[src/rtl/pid_pkg.sv]
// rtl/pid_pkg.sv - shared types and helpers for the PID engine
// Purpose: FSM state encoding, configuration register select codes and
//          a signed clamp helper used by the integrator and output stages.
// Ports:   none (package)
package pid_pkg;

  typedef enum logic [2:0] {
    S_IDLE  = 3'd0,
    S_ERR   = 3'd1,
    S_MUL_P = 3'd2,
    S_MUL_I = 3'd3,
    S_MUL_D = 3'd4,
    S_SAT   = 3'd5,
    S_OUT   = 3'd6
  } pid_state_t;

  typedef enum logic [1:0] {
    SEL_SP = 2'd0,
    SEL_KP = 2'd1,
    SEL_KI = 2'd2,
    SEL_KD = 2'd3
  } cfg_sel_t;

  // Callers sign-extend into 32 bits and truncate the result back down.
  function automatic logic signed [31:0] sclamp(input logic signed [31:0] v,
                                                input logic signed [31:0] lo,
                                                input logic signed [31:0] hi);
    if (v < lo) return lo;
    if (v > hi) return hi;
    return v;
  endfunction

endpackage

[src/rtl/pid_engine_if.sv]
// rtl/pid_engine_if.sv - sample and result handshake bundle for the PID engine
// Purpose: groups the sample input stream and the result output stream.
// Ports:   smp_valid/smp_ready/smp_ch/smp_data - sample stream into the engine
//          out_valid/out_ready/out_ch/out_data - result stream out of the engine
// Modports: master = sample producer / result consumer, slave = engine
interface pid_engine_if #(
  parameter int DW = 8,
  parameter int CW = 1
);
  logic          smp_valid;
  logic          smp_ready;
  logic [CW-1:0] smp_ch;
  logic [DW-1:0] smp_data;
  logic          out_valid;
  logic          out_ready;
  logic [CW-1:0] out_ch;
  logic [DW-1:0] out_data;

  modport master (
    output smp_valid, smp_ch, smp_data, out_ready,
    input  smp_ready, out_valid, out_ch, out_data
  );

  modport slave (
    input  smp_valid, smp_ch, smp_data, out_ready,
    output smp_ready, out_valid, out_ch, out_data
  );
endinterface

[src/rtl/pid_shift_mul.sv]
// rtl/pid_shift_mul.sv - sequential shift-add multiplier, one gain bit per cycle
// Purpose: prod = a * b, signed a, unsigned b, taking exactly GW cycles.
// Ports:   clk, reset - clock and asynchronous active-high reset
//          start      - one-cycle pulse; a and b are sampled in that cycle
//          a, b       - signed multiplicand (AW bits), unsigned multiplier (GW bits)
//          done       - high during the cycle whose closing edge writes the final
//                       partial product; prod holds the result from the next cycle
//          prod       - registered product (AW bits)
module pid_shift_mul #(
  parameter int AW = 18,
  parameter int GW = 4
) (
  input  logic                 clk,
  input  logic                 reset,
  input  logic                 start,
  input  logic signed [AW-1:0] a,
  input  logic        [GW-1:0] b,
  output logic                 done,
  output logic signed [AW-1:0] prod
);

  localparam int CNW = (GW > 1) ? $clog2(GW) : 1;

  logic                 running;
  logic [CNW-1:0]       cnt;
  logic signed [AW-1:0] mcand;
  logic [GW-1:0]        mplier;

  // The start cycle already consumes gain bit 0, so the remaining GW-1
  // bits take GW-1 further cycles.
  always_ff @(posedge clk or posedge reset) begin
    if (reset) begin
      running <= 1'b0;
      cnt     <= '0;
      mcand   <= '0;
      mplier  <= '0;
      prod    <= '0;
    end else if (start) begin
      prod    <= b[0] ? a : '0;
      mcand   <= a <<< 1;
      mplier  <= b >> 1;
      cnt     <= CNW'(GW - 1);
      running <= (GW > 1);
    end else if (running) begin
      prod   <= prod + (mplier[0] ? mcand : '0);
      mcand  <= mcand <<< 1;
      mplier <= mplier >> 1;
      cnt    <= cnt - CNW'(1);
      if (cnt == CNW'(1)) running <= 1'b0;
    end
  end

  assign done = start ? (GW == 1) : (running && (cnt == CNW'(1)));

endmodule

[src/rtl/pid_engine.sv]
// rtl/pid_engine.sv - time-multiplexed multi-channel PID controller
// Purpose: per-channel setpoint/gain registers and integrator state; each accepted
//          sample runs ERR -> MUL_P -> MUL_I -> MUL_D -> SAT -> OUT on a shared
//          shift-add multiplier.
// Ports:   clk, reset            - clock, asynchronous active-high reset
//          en                    - sample acceptance enable
//          clr                   - zero all integrators and previous errors
//          cfg_we/cfg_ch/cfg_sel/cfg_data - configuration register write
//          bus (slave)           - sample input and result output handshakes
//          busy                  - high whenever the FSM is not IDLE
module pid_engine
  import pid_pkg::*;
#(
  parameter int DW    = 8,
  parameter int GW    = 4,
  parameter int IW    = 12,
  parameter int CH    = 2,
  parameter int SHIFT = 2,
  localparam int CW   = (CH > 1) ? $clog2(CH) : 1
) (
  input  logic          clk,
  input  logic          reset,
  input  logic          en,
  input  logic          clr,
  input  logic          cfg_we,
  input  logic [CW-1:0] cfg_ch,
  input  logic [1:0]    cfg_sel,
  input  logic [DW-1:0] cfg_data,
  pid_engine_if.slave   bus,
  output logic          busy
);

  localparam int AW = IW + GW + 2;
  localparam logic signed [31:0] I_MAX   = (32'sd1 <<< (IW - 1)) - 32'sd1;
  localparam logic signed [31:0] I_MIN   = -(32'sd1 <<< (IW - 1));
  localparam logic signed [31:0] OUT_MAX = (32'sd1 <<< DW) - 32'sd1;

  function automatic logic ch_ok(input logic [CW-1:0] c);
    return 32'(c) < CH;
  endfunction

  logic [DW-1:0]        sp_q    [CH];
  logic [GW-1:0]        kp_q    [CH];
  logic [GW-1:0]        ki_q    [CH];
  logic [GW-1:0]        kd_q    [CH];
  logic signed [IW-1:0] integ_q [CH];
  logic signed [DW:0]   eprev_q [CH];

  pid_state_t           state;
  logic                 start_q;
  logic                 mul_done;
  logic signed [AW-1:0] mul_a, mul_prod, sum_q, total_w, shr_w;
  logic [GW-1:0]        mul_b;

  // Per-sample snapshot so cfg writes during processing affect only later samples.
  logic [CW-1:0]        ch_q;
  logic [DW-1:0]        sp_s, pv_s;
  logic [GW-1:0]        kp_s, ki_s, kd_s;

  logic signed [DW:0]   e_w, e_q, ep_old;
  logic signed [IW-1:0] i_old, i_new, i_q;
  logic signed [DW+1:0] d_w, d_q;
  logic [DW-1:0]        sat_w;

  logic                 out_valid_q;
  logic [CW-1:0]        out_ch_q;
  logic [DW-1:0]        out_data_q;
  logic                 smp_ready_w;

  assign smp_ready_w   = en && (state == S_IDLE) && !reset;
  assign bus.smp_ready = smp_ready_w;
  assign bus.out_valid = out_valid_q;
  assign bus.out_ch    = out_ch_q;
  assign bus.out_data  = out_data_q;
  assign busy          = (state != S_IDLE);

  // Configuration registers; out-of-range channels are ignored.
  always_ff @(posedge clk or posedge reset) begin
    if (reset) begin
      for (int c = 0; c < CH; c++) begin
        sp_q[c] <= '0;
        kp_q[c] <= '0;
        ki_q[c] <= '0;
        kd_q[c] <= '0;
      end
    end else if (cfg_we && ch_ok(cfg_ch)) begin
      case (cfg_sel_t'(cfg_sel))
        SEL_SP:  sp_q[cfg_ch] <= cfg_data;
        SEL_KP:  kp_q[cfg_ch] <= cfg_data[GW-1:0];
        SEL_KI:  ki_q[cfg_ch] <= cfg_data[GW-1:0];
        default: kd_q[cfg_ch] <= cfg_data[GW-1:0];
      endcase
    end
  end

  // Error stage. A clr coinciding with ERR makes this sample start from zero history.
  always_comb begin
    e_w    = $signed({1'b0, sp_s}) - $signed({1'b0, pv_s});
    i_old  = clr ? '0 : integ_q[ch_q];
    ep_old = clr ? '0 : eprev_q[ch_q];
    i_new  = IW'(sclamp(32'(i_old) + 32'(e_w), I_MIN, I_MAX));
    d_w    = (DW + 2)'(e_w) - (DW + 2)'(ep_old);
  end

  // Multiplier operand steering; operands only matter in the start cycle.
  always_comb begin
    mul_a = AW'(e_q);
    mul_b = kp_s;
    case (state)
      S_MUL_I: begin
        mul_a = AW'(i_q);
        mul_b = ki_s;
      end
      S_MUL_D: begin
        mul_a = AW'(d_q);
        mul_b = kd_s;
      end
      default: ;
    endcase
  end

  // The D product is still only in mul_prod during SAT, so fold it in here.
  always_comb begin
    total_w = sum_q + mul_prod;
    shr_w   = total_w >>> SHIFT;
    sat_w   = DW'(sclamp(32'(shr_w), 32'sd0, OUT_MAX));
  end

  pid_shift_mul #(
    .AW(AW),
    .GW(GW)
  ) u_mul (
    .clk  (clk),
    .reset(reset),
    .start(start_q),
    .a    (mul_a),
    .b    (mul_b),
    .done (mul_done),
    .prod (mul_prod)
  );

  always_ff @(posedge clk or posedge reset) begin
    if (reset) begin
      state       <= S_IDLE;
      start_q     <= 1'b0;
      ch_q        <= '0;
      sp_s        <= '0;
      pv_s        <= '0;
      kp_s        <= '0;
      ki_s        <= '0;
      kd_s        <= '0;
      e_q         <= '0;
      i_q         <= '0;
      d_q         <= '0;
      sum_q       <= '0;
      out_valid_q <= 1'b0;
      out_ch_q    <= '0;
      out_data_q  <= '0;
      for (int c = 0; c < CH; c++) begin
        integ_q[c] <= '0;
        eprev_q[c] <= '0;
      end
    end else begin
      if (clr) begin
        for (int c = 0; c < CH; c++) begin
          integ_q[c] <= '0;
          eprev_q[c] <= '0;
        end
      end
      // Later assignment wins over the clr loop for the channel in ERR.
      if (state == S_ERR) begin
        integ_q[ch_q] <= i_new;
        eprev_q[ch_q] <= e_w;
      end

      start_q <= 1'b0;
      case (state)
        S_IDLE: begin
          // Out-of-range samples are consumed but leave the FSM in IDLE.
          if (bus.smp_valid && smp_ready_w && ch_ok(bus.smp_ch)) begin
            ch_q  <= bus.smp_ch;
            pv_s  <= bus.smp_data;
            sp_s  <= sp_q[bus.smp_ch];
            kp_s  <= kp_q[bus.smp_ch];
            ki_s  <= ki_q[bus.smp_ch];
            kd_s  <= kd_q[bus.smp_ch];
            state <= S_ERR;
          end
        end
        S_ERR: begin
          e_q     <= e_w;
          i_q     <= i_new;
          d_q     <= d_w;
          sum_q   <= '0;
          start_q <= 1'b1;
          state   <= S_MUL_P;
        end
        S_MUL_P: begin
          if (mul_done) begin
            start_q <= 1'b1;
            state   <= S_MUL_I;
          end
        end
        S_MUL_I: begin
          // First cycle of each later term absorbs the previous finished product.
          if (start_q) sum_q <= sum_q + mul_prod;
          if (mul_done) begin
            start_q <= 1'b1;
            state   <= S_MUL_D;
          end
        end
        S_MUL_D: begin
          if (start_q) sum_q <= sum_q + mul_prod;
          if (mul_done) state <= S_SAT;
        end
        S_SAT: begin
          out_data_q  <= sat_w;
          out_ch_q    <= ch_q;
          out_valid_q <= 1'b1;
          state       <= S_OUT;
        end
        S_OUT: begin
          if (bus.out_ready) begin
            out_valid_q <= 1'b0;
            state       <= S_IDLE;
          end
        end
        default: state <= S_IDLE;
      endcase
    end
  end

endmodule
[src/flat_wrapper.sv]
// flat-port wrapper written by rule: the top's interface ports become plain ports
module pid_engine_flat import pid_pkg::*;
#(
  parameter int DW    = 8,
  parameter int GW    = 4,
  parameter int IW    = 12,
  parameter int CH    = 2,
  parameter int SHIFT = 2,
  localparam int CW   = (CH > 1) ? $clog2(CH) : 1
)
  (clk, reset, en, clr, cfg_we, cfg_ch, cfg_sel, cfg_data, busy, bus_smp_valid, bus_smp_ch, bus_smp_data, bus_out_ready, bus_smp_ready, bus_out_valid, bus_out_ch, bus_out_data);
  pid_engine_if #(.DW(DW)) bus_i ();
  input  logic clk;
  input  logic reset;
  input  logic en;
  input  logic clr;
  input  logic cfg_we;
  input  logic [CW-1:0] cfg_ch;
  input  logic [1:0] cfg_sel;
  input  logic [DW-1:0] cfg_data;
  output logic busy;
  input wire logic [$bits(bus_i.smp_valid)-1:0] bus_smp_valid;
  input wire logic [$bits(bus_i.smp_ch)-1:0] bus_smp_ch;
  input wire logic [$bits(bus_i.smp_data)-1:0] bus_smp_data;
  input wire logic [$bits(bus_i.out_ready)-1:0] bus_out_ready;
  output wire logic [$bits(bus_i.smp_ready)-1:0] bus_smp_ready;
  output wire logic [$bits(bus_i.out_valid)-1:0] bus_out_valid;
  output wire logic [$bits(bus_i.out_ch)-1:0] bus_out_ch;
  output wire logic [$bits(bus_i.out_data)-1:0] bus_out_data;
  assign bus_i.smp_valid = bus_smp_valid;
  assign bus_i.smp_ch = bus_smp_ch;
  assign bus_i.smp_data = bus_smp_data;
  assign bus_i.out_ready = bus_out_ready;
  assign bus_smp_ready = bus_i.smp_ready;
  assign bus_out_valid = bus_i.out_valid;
  assign bus_out_ch = bus_i.out_ch;
  assign bus_out_data = bus_i.out_data;
  pid_engine #(.DW(DW), .GW(GW), .IW(IW), .CH(CH), .SHIFT(SHIFT)) u_core (.clk(clk), .reset(reset), .en(en), .clr(clr), .cfg_we(cfg_we), .cfg_ch(cfg_ch), .cfg_sel(cfg_sel), .cfg_data(cfg_data), .bus(bus_i), .busy(busy));
endmodule
[config.mk]
export PLATFORM = sky130hd
export DESIGN_NAME = pid_engine_flat
export DESIGN_NICKNAME = d
export VERILOG_FILES = /design/src/rtl/pid_pkg.sv /design/src/rtl/pid_engine_if.sv /design/src/rtl/pid_shift_mul.sv /design/src/rtl/pid_engine.sv /design/src/flat_wrapper.sv
export SDC_FILE = /design/constraint.sdc
export NUM_CORES = 1
export LEC_CHECK = 0
export BUFFER_PORTS_ARGS = -buffer_cell sky130_fd_sc_hd__buf_2
export CORE_MARGIN = 2
export CORE_UTILIZATION = 30
export CTS_BUF_LIST = sky130_fd_sc_hd__clkbuf_4 sky130_fd_sc_hd__clkbuf_8
export DETAILED_ROUTE_END_ITERATION = 8
export GPL_ROUTABILITY_DRIVEN = 0
export PLACE_DENSITY = 0.58
export SYNTH_ARGS = -nofsm -noshare
export SYNTH_HDL_FRONTEND = slang
export SYNTH_SLANG_ARGS = --single-unit
[constraint.sdc]
create_clock -name clk -period 7.22 [get_ports clk]
set_input_delay 1.444 -clock clk [delete_from_list [all_inputs] [get_ports clk]]
set_output_delay 1.444 -clock clk [all_outputs]
set_load 0.02 [all_outputs]
# Word level (Yosys, flattened, before mapping)
# Cells that the tools add are included.
[word_totals]
register_bits = 217
out_inout_bits = 12
wordCells = 170
[op_classes]
add_sub_neg = 6
magnitude_cmp = 9
n_eq_ne = 15
n_mux = 80
n_bitwise = 4
n_reduce_logical = 24
[op_table]
columns = ["operator", "n"]
rows = [
  ["$mux W18", 9],
  ["$mux W12", 9],
  ["$pmux W18 S2", 2],
  ["$mux W8", 8],
  ["$mux W24", 2],
  ["$mux W4", 12],
  ["$mux W9", 5],
  ["$add A18 B18 Y18", 2],
  ["$bwmux W24", 1],
  ["$bwmux W8", 3],
  ["$pmux W3 S7", 1],
  ["$bwmux W18", 1],
  ["$bwmux W16", 1],
  ["$gt A16 B9 Y1 const B", 1],
  ["$lt A16 B1 Y1 const B", 1],
  ["$mux W3", 5],
  ["$reduce_and A2 Y1", 7],
  ["$add A12 B9 Y13", 1],
  ["$gt A13 B12 Y1 const B", 1],
  ["$lt A13 B12 Y1 const B", 1],
  ["$demux W12 S1", 1],
  ["$mux W1", 12],
  ["$sub A9 B9 Y10", 1],
  ["$demux W9 S1", 1],
  ["other kinds (27)", 50],
]

# Longest topological paths before layout
# Gate-level depths: netlist (run 1).
[depth]
ltp_word = 13
depth_mapped = 18
depth_no_buf = 18

# By module
# Synthesis (run 1) repeated with hierarchy kept, for this count alone.
[hier_totals]
cells_unflattened = 1272
area_unflattened_um2 = 12404.4
[by_module_without_submodules]
columns = ["module", "n_inst", "cells_each", "area_per_inst_um2", "seq_area_each_um2"]
rows = [
  ["pid_engine", 1, 991, 9731.8, 4354.2],
  ["pid_shift_mul", 1, 281, 2672.6, 1026.0],
]

# Least setup slack after synthesis (run 1)
# OpenSTA, ideal clock, no wires.
[synth_path]
path_type = "in2reg"
start = "input port clr"
end = "register u_core.integ_q[17] (netlist name)"
setup_ps = 130
t_arrival_ps = 4447
required_ps = 7090
path_slack_ps = 2643
path_stages = 14
n_path_buf = 3
cell_sequence = "clkbuf_1 > clkbuf_1 > clkbuf_1 > nor2_1 > ha_1 > a211oi_1 > o21bai_1 > o21ai_0 > a211oi_1 > o311a_1 > a211oi_2 > nand3_1 > a21oi_1 > o21ai_0"
[synth_between]
elab_chain_cells = 9
[synth_lines]
columns = ["item", "line_no", "text"]
rows = [
  ["from (decl)", "flat_wrapper.sv:16", "input logic clr;"],
  ["$mux W12", "pid_engine.sv:99", "i_old = clr ? '0 : integ_q[ch_q];"],
  ["$add A12 B9 Y13", "pid_engine.sv:101", "i_new = IW'(sclamp(32'(i_old) + 32'(e_w), I_MIN, I_MAX));"],
  ["$gt A13 B12 Y1", "pid_pkg.sv:29", "if (v > hi) return hi;"],
  ["$mux W1 (2 in a row)", "pid_pkg.sv:29", ""],
  ["$mux W12", "pid_pkg.sv:30", "return v;"],
  ["$mux W12", "pid_pkg.sv:29", ""],
  ["$bwmux W24", "pid_engine.sv:172", "integ_q[ch_q] <= i_new;"],
  ["$mux W24 (*)", "pid_engine.sv:171", "if (state == S_ERR) begin"],
  ["to (signal, indexed assignment)", "pid_engine.sv:172", ""],
  ["to (decl)", "pid_engine.sv:46", "logic signed [IW-1:0] integ_q [CH];"],
]
# Mark *: on every way between the ends. The rest lies on a longest branch, timed or not. The select of a mux whose other input is x is not followed.
# A chain may end at the register's enable or synchronous reset.

# Worst setup path after layout (run 1)
[layout_path]
start = "register u_core.sp_s[0]"
end = "register u_core.i_q[4]"
[layout_between]
elab_chain_cells = 7
[layout_lines]
columns = ["item", "line_no", "text"]
rows = [
  ["from (decl)", "pid_engine.sv:57", "logic [DW-1:0] sp_s, pv_s;"],
  ["from (signal assigned)", "pid_engine.sv:183", "sp_s <= sp_q[bus.smp_ch];"],
  ["$sub A8 B8 Y9 (*)", "pid_engine.sv:98", "e_w = $signed({1'b0, sp_s}) - $signed({1'b0, pv_s});"],
  ["via u_core.e_w[6]", "pid_engine.sv:60", "logic signed [DW:0] e_w, e_q, ep_old;"],
  ["$add A12 B9 Y13 (*)", "pid_engine.sv:101", ""],
  ["$gt A13 B12 Y1", "pid_pkg.sv:29", ""],
  ["$mux W1 (2 in a row)", "pid_pkg.sv:29", ""],
  ["$mux W12", "pid_pkg.sv:30", ""],
  ["$mux W12 (*)", "pid_pkg.sv:29", ""],
  ["to (signal assigned)", "pid_engine.sv:192", "i_q <= i_new;"],
  ["to (decl)", "pid_engine.sv:61", "logic signed [IW-1:0] i_old, i_new, i_q;"],
]
# The timed path passes the listed nets; every way through them passes the cells marked *. The select of a mux whose other input is x is not followed.

==> results of run 1 <==
-- layout make-up --
| class | count | share of cell area |
|---|---|---|
| antenna | 1 | 0.000182 |
| tap | 525 | 0.0478 |
| sequential | 215 | 0.391 |
| timing repair buffer | 55 | 0.0240 |
| clock buffer | 62 | 0.0552 |
| clock inverter | 7 | 0.00464 |
| multi-input combinational | 925 | 0.466 |
| inverter | 40 | 0.0112 |
-- sequential cells by signal, indices dropped and copies added, names as in the netlist, 10 cells and up --
| signal | count |
|---|---|
| u_core.sum_q | 18 |
| u_core.integ_q | 24 |
| u_core.sp_q | 16 |
| u_core.d_q | 10 |
| u_core.u_mul.prod | 18 |
| u_core.i_q | 12 |
| u_core.u_mul.mcand | 17 |
| u_core.eprev_q | 18 |
-- layout by cell type (no fill, tap or decap), types with 30 or more instances in the layout --
cell type / n
a21oi_1: 77
buf_2: 38
clkbuf_8: 47
dfrtp_1: 215
ha_1: 61
inv_1: 37
mux2_2: 51
mux2i_1: 50
nand2_1: 118
nand3b_1: 42
nor2_1: 62
o21ai_0: 136
xnor2_1: 30
-- layer usage --
layer	GRT usage	vias up
met5	0	-
met4	0.0498	0
met3	0.0272	56
met2	0.217	180
met1	0.194	4379
li1	-	4504
-- final timing paths --
kind                               endpoint  slack (ns)
max                           u_core.i_q[4]        2.46
min                           u_core.e_q[3]        0.48
max reg2reg                   u_core.i_q[4]        2.46
min reg2reg                   u_core.e_q[3]        0.48
max in group asynchronous  u_core.sum_q[14]        4.76
min in group asynchronous    u_core.sp_s[5]        1.06
-- cell families (layout without fill, tap and decap cells) --
kind of cell,after synthesis,count (layout)
AOI/OAI and AO/OA,350,350
DFF,215,215
xor gates and xnor gates,47,47
and+or+nand+nor,355,355
muxes,101,101
adders and majority gates,72,72
other,0,1
buffers and inverters,99,164
-- per-stage QoR --
step / hold slack [ns] / power (mW) / util / std cells / setup slack, ns
final: 0.477 / 6.21 / 0.345 / 1830 / 2.46
after global routing: 0.502 / 6.78 / 0.345 / 1830 / 2.04
after CTS: 0.484 / 6.28 / 0.345 / 1829 / 2.43
after detailed placement: 0.471 / 5.03 / 0.325 / 1760 / 2.24
after global placement: 0.460 / 4.98 / 0.325 / 1760 / 2.32
after floorplan: 0.442 / 4.22 / - / 1239 / 2.64
-- worst min-delay path, stage by stage (launching register included) --
cell and delay [ns]:
dfrtp_1 0.34, nand2_1 0.05, o21ai_0 0.06
-- power by group through the flow --
stage / sequential (mW) / combinational (mW) / clock (mW)
after global placement: 1.88 / 3.09 / 0
after detailed placement: 1.90 / 3.13 / 0
after CTS: 1.88 / 3.15 / 1.26
final: 1.88 / 3.13 / 1.21
after floorplan: 1.79 / 2.43 / 0
after global routing: 1.93 / 3.54 / 1.31
==> results.sh, run 1 <==
export IMPL_port_buffer_count=38
export IMPL_synth_top_family_by_area="compound AO/OA/AOI/OAI gates"
export IMPL_peakVddDrop_mv=0.202
export IMPL_nets=1369
export IMPL_syn_num_nets=1332
export IMPL_fin_tns_setup_ns=0
export IMPL_leakage_nw=6.39
export IMPL_die_y_um=205
export IMPL_grt_max_degree=156
export IMPL_grt_overflow=0
export IMPL_track_usage=0.140
export IMPL_wl_met3_mm=1.28
export IMPL_crit_required_ns=7.65
export IMPL_r2r_worst_path_cells=17
export IMPL_cts_hold_buffers=0
export IMPL_synth_top_area_cell="dfrtp_1"
export IMPL_power_frac_clock=0.194
export IMPL_cp_depth=17
export IMPL_seqPwrFrac=0.302
export IMPL_stdcell_area_um2=13800
export IMPL_layout_min_cycle_time_ns=4.76
export IMPL_multi_input_area_um2=6410
export IMPL_powerDensity_nw_per_um2=452
export IMPL_setup_worst_path_end_class="flop"
export IMPL_routed_wl_met2_mm=12.6
export IMPL_critPathBufInv=3
export IMPL_synth_edff_count=0
export IMPL_async_reset_ff_frac=1.00
export IMPL_rsz0062_at_grt="false"
export IMPL_synth_seq_cells=215
export IMPL_synthTopCellsByArea="dfrtp_1 (44%), ha_1 (6.3%), o21ai_0 (5.6%)"
export IMPL_synth_top_flop_cell="dfrtp_1"
export IMPL_muxShareOfSynthArea=0.0884
export IMPL_synth_simple_area_share=0.148
export IMPL_synth_cell_type_count=67
export IMPL_worstHoldStart="u_core.e_q[3]"
export IMPL_grt_pass1_vias=9089
export IMPL_synth_area_per_cell_um2=9.81
export IMPL_drv_slew=0
export IMPL_route_detailed_drc=0
export IMPL_cts_tree="yes"
export IMPL_antenna_left=0
export IMPL_p_sw_mw=2.67
export IMPL_setup_viol=0
export IMPL_crit_path_top_delay_cell="nor4_2"
export IMPL_fmaxAchievable_mhz=210
export IMPL_via_per_inst=4.98
export IMPL_cts_sinks=215
export IMPL_status="finished clean"
export IMPL_r2r_start="u_core.sp_s[0]"
export IMPL_synth_compound_area_frac=0.181
export IMPL_finalCritPeriodShare=0.660
export IMPL_tightest_slew_ns=0.905
export IMPL_startpoint_type="flop"
export IMPL_post_cts_buffers=0
export IMPL_synth_adder_area_share=0.0759
export IMPL_numCtsBuffers=39
export IMPL_hold_path_class="reg2reg"
export IMPL_seqCellArea_um2=5380
export IMPL_synthXorXnorAreaFrac=0.0339
export IMPL_switching_share=0.430
export IMPL_syn_area_um2=12200
export IMPL_synth_common_cells="dfrtp_1 (215), o21ai_0 (136), nand2_1 (118)"
export IMPL_io_pins=39
export IMPL_ctsResizeCount=0
export IMPL_combPwrFrac=0.503
export IMPL_num_vias=9119
export IMPL_wl_per_cell_um=15.5
export IMPL_die_x_um=205
export IMPL_clk_latency_ns=0.58
export IMPL_intPower_mw=3.54
export IMPL_top_layer="met4"
export IMPL_syn_to_final_growth_pct=13.1
export IMPL_core_area_um2=39800
export IMPL_finalHoldViolations=0
export IMPL_cpMostUsedCell="inv_1"
export IMPL_fillers=4110
export IMPL_max_stage_delay_ns=0.45
export IMPL_path_cells="inv_1 > ha_1 > inv_1 > fa_1 > a211o_1 > a211o_1 > o211ai_1 > inv_1 > ha_1 > o21a_1 > o21ai_0 > nor4_2 > o31ai_1 > a211oi_2 > nand3_1 > a21oi_1 > o21ai_0"
export IMPL_root_buffer="clkbuf_8"
export IMPL_antenna_found_initial=1
export IMPL_crit_family="compound AO/OA/AOI/OAI gates"
export IMPL_grt_pass1_wl_mm=47.5
export IMPL_cp_startpoint="u_core.sp_s[0]"
export IMPL_dieArea_um2=42200
export IMPL_whs_path_depth=2
export IMPL_maxCapViolCount=0
export IMPL_critPathKind="reg2reg"
export IMPL_cts_max_level=2
export IMPL_postSynthCellCount=1239
export IMPL_yosysMostFrequentCell="dfrtp_1"
export IMPL_crit_fanout=9
export IMPL_ys_warn_count=0
export IMPL_cts_max_path_buffers=3
export IMPL_finClkSkew_ns=0.0271
export IMPL_cts_clk_slew_worst_paths_ns=0.05
export IMPL_synth_top_area_share=0.443
export IMPL_ys_seq_area_frac=0.443
export IMPL_arrival_ns=5.19
export IMPL_wl_met1_mm=13.7
export IMPL_place_area_um2=12900
export IMPL_rows=73
export IMPL_drtIter0Drc=369
export IMPL_place_hpwl_mm=19.8
export IMPL_drive_above_1_share=0.150
export IMPL_initial_core_util=0.305
export IMPL_drt_pass1_iterations=4
export IMPL_slew_headroom=0.396
export IMPL_drt_wl_total_mm=28.4
Note: power is estimated with default switching activity, not from simulation.
==> inputs of run 2 (changes only) <==
--- a/config.mk
+++ b/config.mk
@@ -11,7 +11,7 @@
 export CTS_BUF_LIST = sky130_fd_sc_hd__clkbuf_4 sky130_fd_sc_hd__clkbuf_8
 export DETAILED_ROUTE_END_ITERATION = 8
 export GPL_ROUTABILITY_DRIVEN = 0
-export PLACE_DENSITY = 0.58
+export PLACE_DENSITY = 0.56
 export SYNTH_ARGS = -nofsm -noshare
 export SYNTH_HDL_FRONTEND = slang
 export SYNTH_SLANG_ARGS = --single-unit
==> constraint.sdc (replaced) <==
create_clock -name clk -period 5 [get_ports clk]
set_input_delay 1 -clock clk [delete_from_list [all_inputs] [get_ports clk]]
set_output_delay 1 -clock clk [all_outputs]
set_load 0.02 [all_outputs]
==> run 2 against run 1 <==
Against the previous run: total power is 47% higher; largest cell class unchanged; clock skew is 0.0032 ns higher; utilization is 0.13 points higher; count of clock-buffer cells in the layout is 2 higher; highest routed layer unchanged.
==> results.sh, run 2 (synthesis gave the netlist of run 1 again) <==
export IMPL_dieArea_um2=42200
export IMPL_crit_required_ns=5.44
export IMPL_place_hpwl_mm=20.7
export IMPL_cts_sinks=215
export IMPL_cts_tree="yes"
export IMPL_critPathKind="reg2reg"
export IMPL_cts_max_path_buffers=3
export IMPL_drtIter0Drc=504
export IMPL_regMostFlops="u_core.integ_q"
export IMPL_rows=73
export IMPL_status="finished clean"
export IMPL_num_vias=9227
export IMPL_root_buffer="clkbuf_8"
export IMPL_mostFrequentLayoutCells="dfrtp_1 (215), o21ai_0 (136), nand2_1 (118)"
export IMPL_setup_worst_path_end_class="flop"
export IMPL_antenna_found_initial=1
export IMPL_crit_fanout=9
export IMPL_initial_core_util=0.305
export IMPL_io_pins=39
export IMPL_rsz0062_at_grt="false"
export IMPL_cts_clk_slew_worst_paths_ns=0.06
export IMPL_grt_pass1_vias=9354
export IMPL_tightest_slew_ns=1.19
export IMPL_leakage_nw=6.42
export IMPL_r2r_start="u_core.sp_s[0]"
export IMPL_finalHoldViolations=0
export IMPL_layout_setup_ws_ns=0.508
export IMPL_nets=1374
export IMPL_final_common_cell="dfrtp_1"
export IMPL_port_buffer_count=38
export IMPL_die_y_um=205
export IMPL_crit_end="u_core.integ_q[5]"
export IMPL_powerDensity_nw_per_um2=661
export IMPL_setup_viol=0
export IMPL_grt_overflow=0
export IMPL_layout_min_cycle_time_ns=4.49
export IMPL_slew_headroom=0.202
export IMPL_drive_above_1_share=0.154
export IMPL_core_area_um2=39800
export IMPL_drv_slew=0
export IMPL_pre_cts_ws_ns=0.584
export IMPL_antenna_left=0
export IMPL_post_cts_buffers=0
export IMPL_via_per_inst=5.03
export IMPL_grt_pass1_wl_mm=49.0
export IMPL_wl_per_cell_um=16.0
export IMPL_largest_register_ffs=24
export IMPL_drt_wl_total_mm=29.3
export IMPL_hold_path_class="reg2reg"
export IMPL_startpoint_type="flop"
export IMPL_finClkSkew_ns=0.0304
export IMPL_maxCapViolCount=0
export IMPL_track_usage=0.144
export IMPL_fin_tns_setup_ns=0
export IMPL_grt_max_degree=50
export IMPL_drt_pass1_iterations=5
export IMPL_numCtsBuffers=40
export IMPL_r2r_worst_path_cells=17
export IMPL_whs_path_depth=2
export IMPL_ctsResizeCount=0
export IMPL_cts_hold_buffers=0
export IMPL_finalCritPeriodShare=0.898
export IMPL_peakVddDrop_mv=0.276
export IMPL_cp_startpoint="u_core.sp_s[0]"
export IMPL_route_detailed_drc=0
export IMPL_syn_to_final_growth_pct=13.6
export IMPL_clk_latency_ns=0.58
export IMPL_diodes=0
export IMPL_fmaxAchievable_mhz=223
export IMPL_arrival_ns=4.93
export IMPL_die_x_um=205
export IMPL_r2r_slack_ns=0.51
export IMPL_cts_max_level=2
export IMPL_timing_rr_end="u_core.integ_q[5]"
-- run 2: layout make-up --
type,count,area [µm²]
Sequential cell,215,5380
Multi-Input combinational cell,925,6410
Clock buffer,64,800
Timing Repair Buffer,59,348
Fill cell,4144,26000
Inverter,40,154
Tap cell,525,657
Clock inverter,7,61.3
-- run 2: critical path: stages (launching register included) --
cell and delay, ns:
dfrtp_1 0.37, inv_1 0.06, ha_1 0.15, inv_1 0.05
fa_1 0.41, a21o_1 0.20, a21oi_1 0.17, xor2_1 0.29
inv_1 0.12, ha_1 0.38, o21a_1 0.12, o21ai_0 0.12
nor4_2 0.47, o31ai_1 0.16, a211oi_2 0.37, nand3_1 0.40
a21oi_1 0.36, o21ai_0 0.13
-- run 2: how the worst min path moves through the flow --
stage | start | to | slack [ns]
floorplan | u_core.kp_s[0] | u_core.kp_s[0] | 0.44
global placement | u_core.e_q[3] | u_core.e_q[3] | 0.46
detailed placement | u_core.kp_s[3] | u_core.kp_s[3] | 0.47
CTS | u_core.e_q[1] | u_core.e_q[1] | 0.48
global route | u_core.d_q[5] | u_core.d_q[5] | 0.50
finish | u_core.ki_s[2] | u_core.ki_s[2] | 0.48
-- run 2: routing by layer --
metal | routed length (µm) | share of wire | vias up | track usage
met5 | 0 | 0 | - | 0
met4 | 521 | 0.018 | 0 | 0.0416
met3 | 1230 | 0.042 | 44 | 0.0257
met2 | 12900 | 0.44 | 163 | 0.225
met1 | 14700 | 0.50 | 4491 | 0.204
li1 | - | - | 4529 | -
-- run 2: metrics by stage --
step	hold slack, ns	total power, mW	cell area, µm²	std cells	util
2_1_floorplan	0.442	6.10	12200	1239	-
5_1_grt	0.500	9.96	13800	1835	0.347
4_1_cts	0.483	9.22	13800	1835	0.347
3_3_place_gp	0.461	7.29	12900	1764	0.325
3_5_place_dp	0.470	7.35	12900	1764	0.325
6_report	0.477	9.13	13800	1835	0.347
-- run 2: power by group --
| part | leakage (nW) | switching, mW | total [mW] | internal (mW) |
|---|---|---|---|---|
| logic | 3.22 | 2.73 | 4.60 | 1.87 |
| registers | 2.74 | 0.424 | 2.72 | 2.30 |
| clock network | 0.457 | 0.781 | 1.80 | 1.02 |
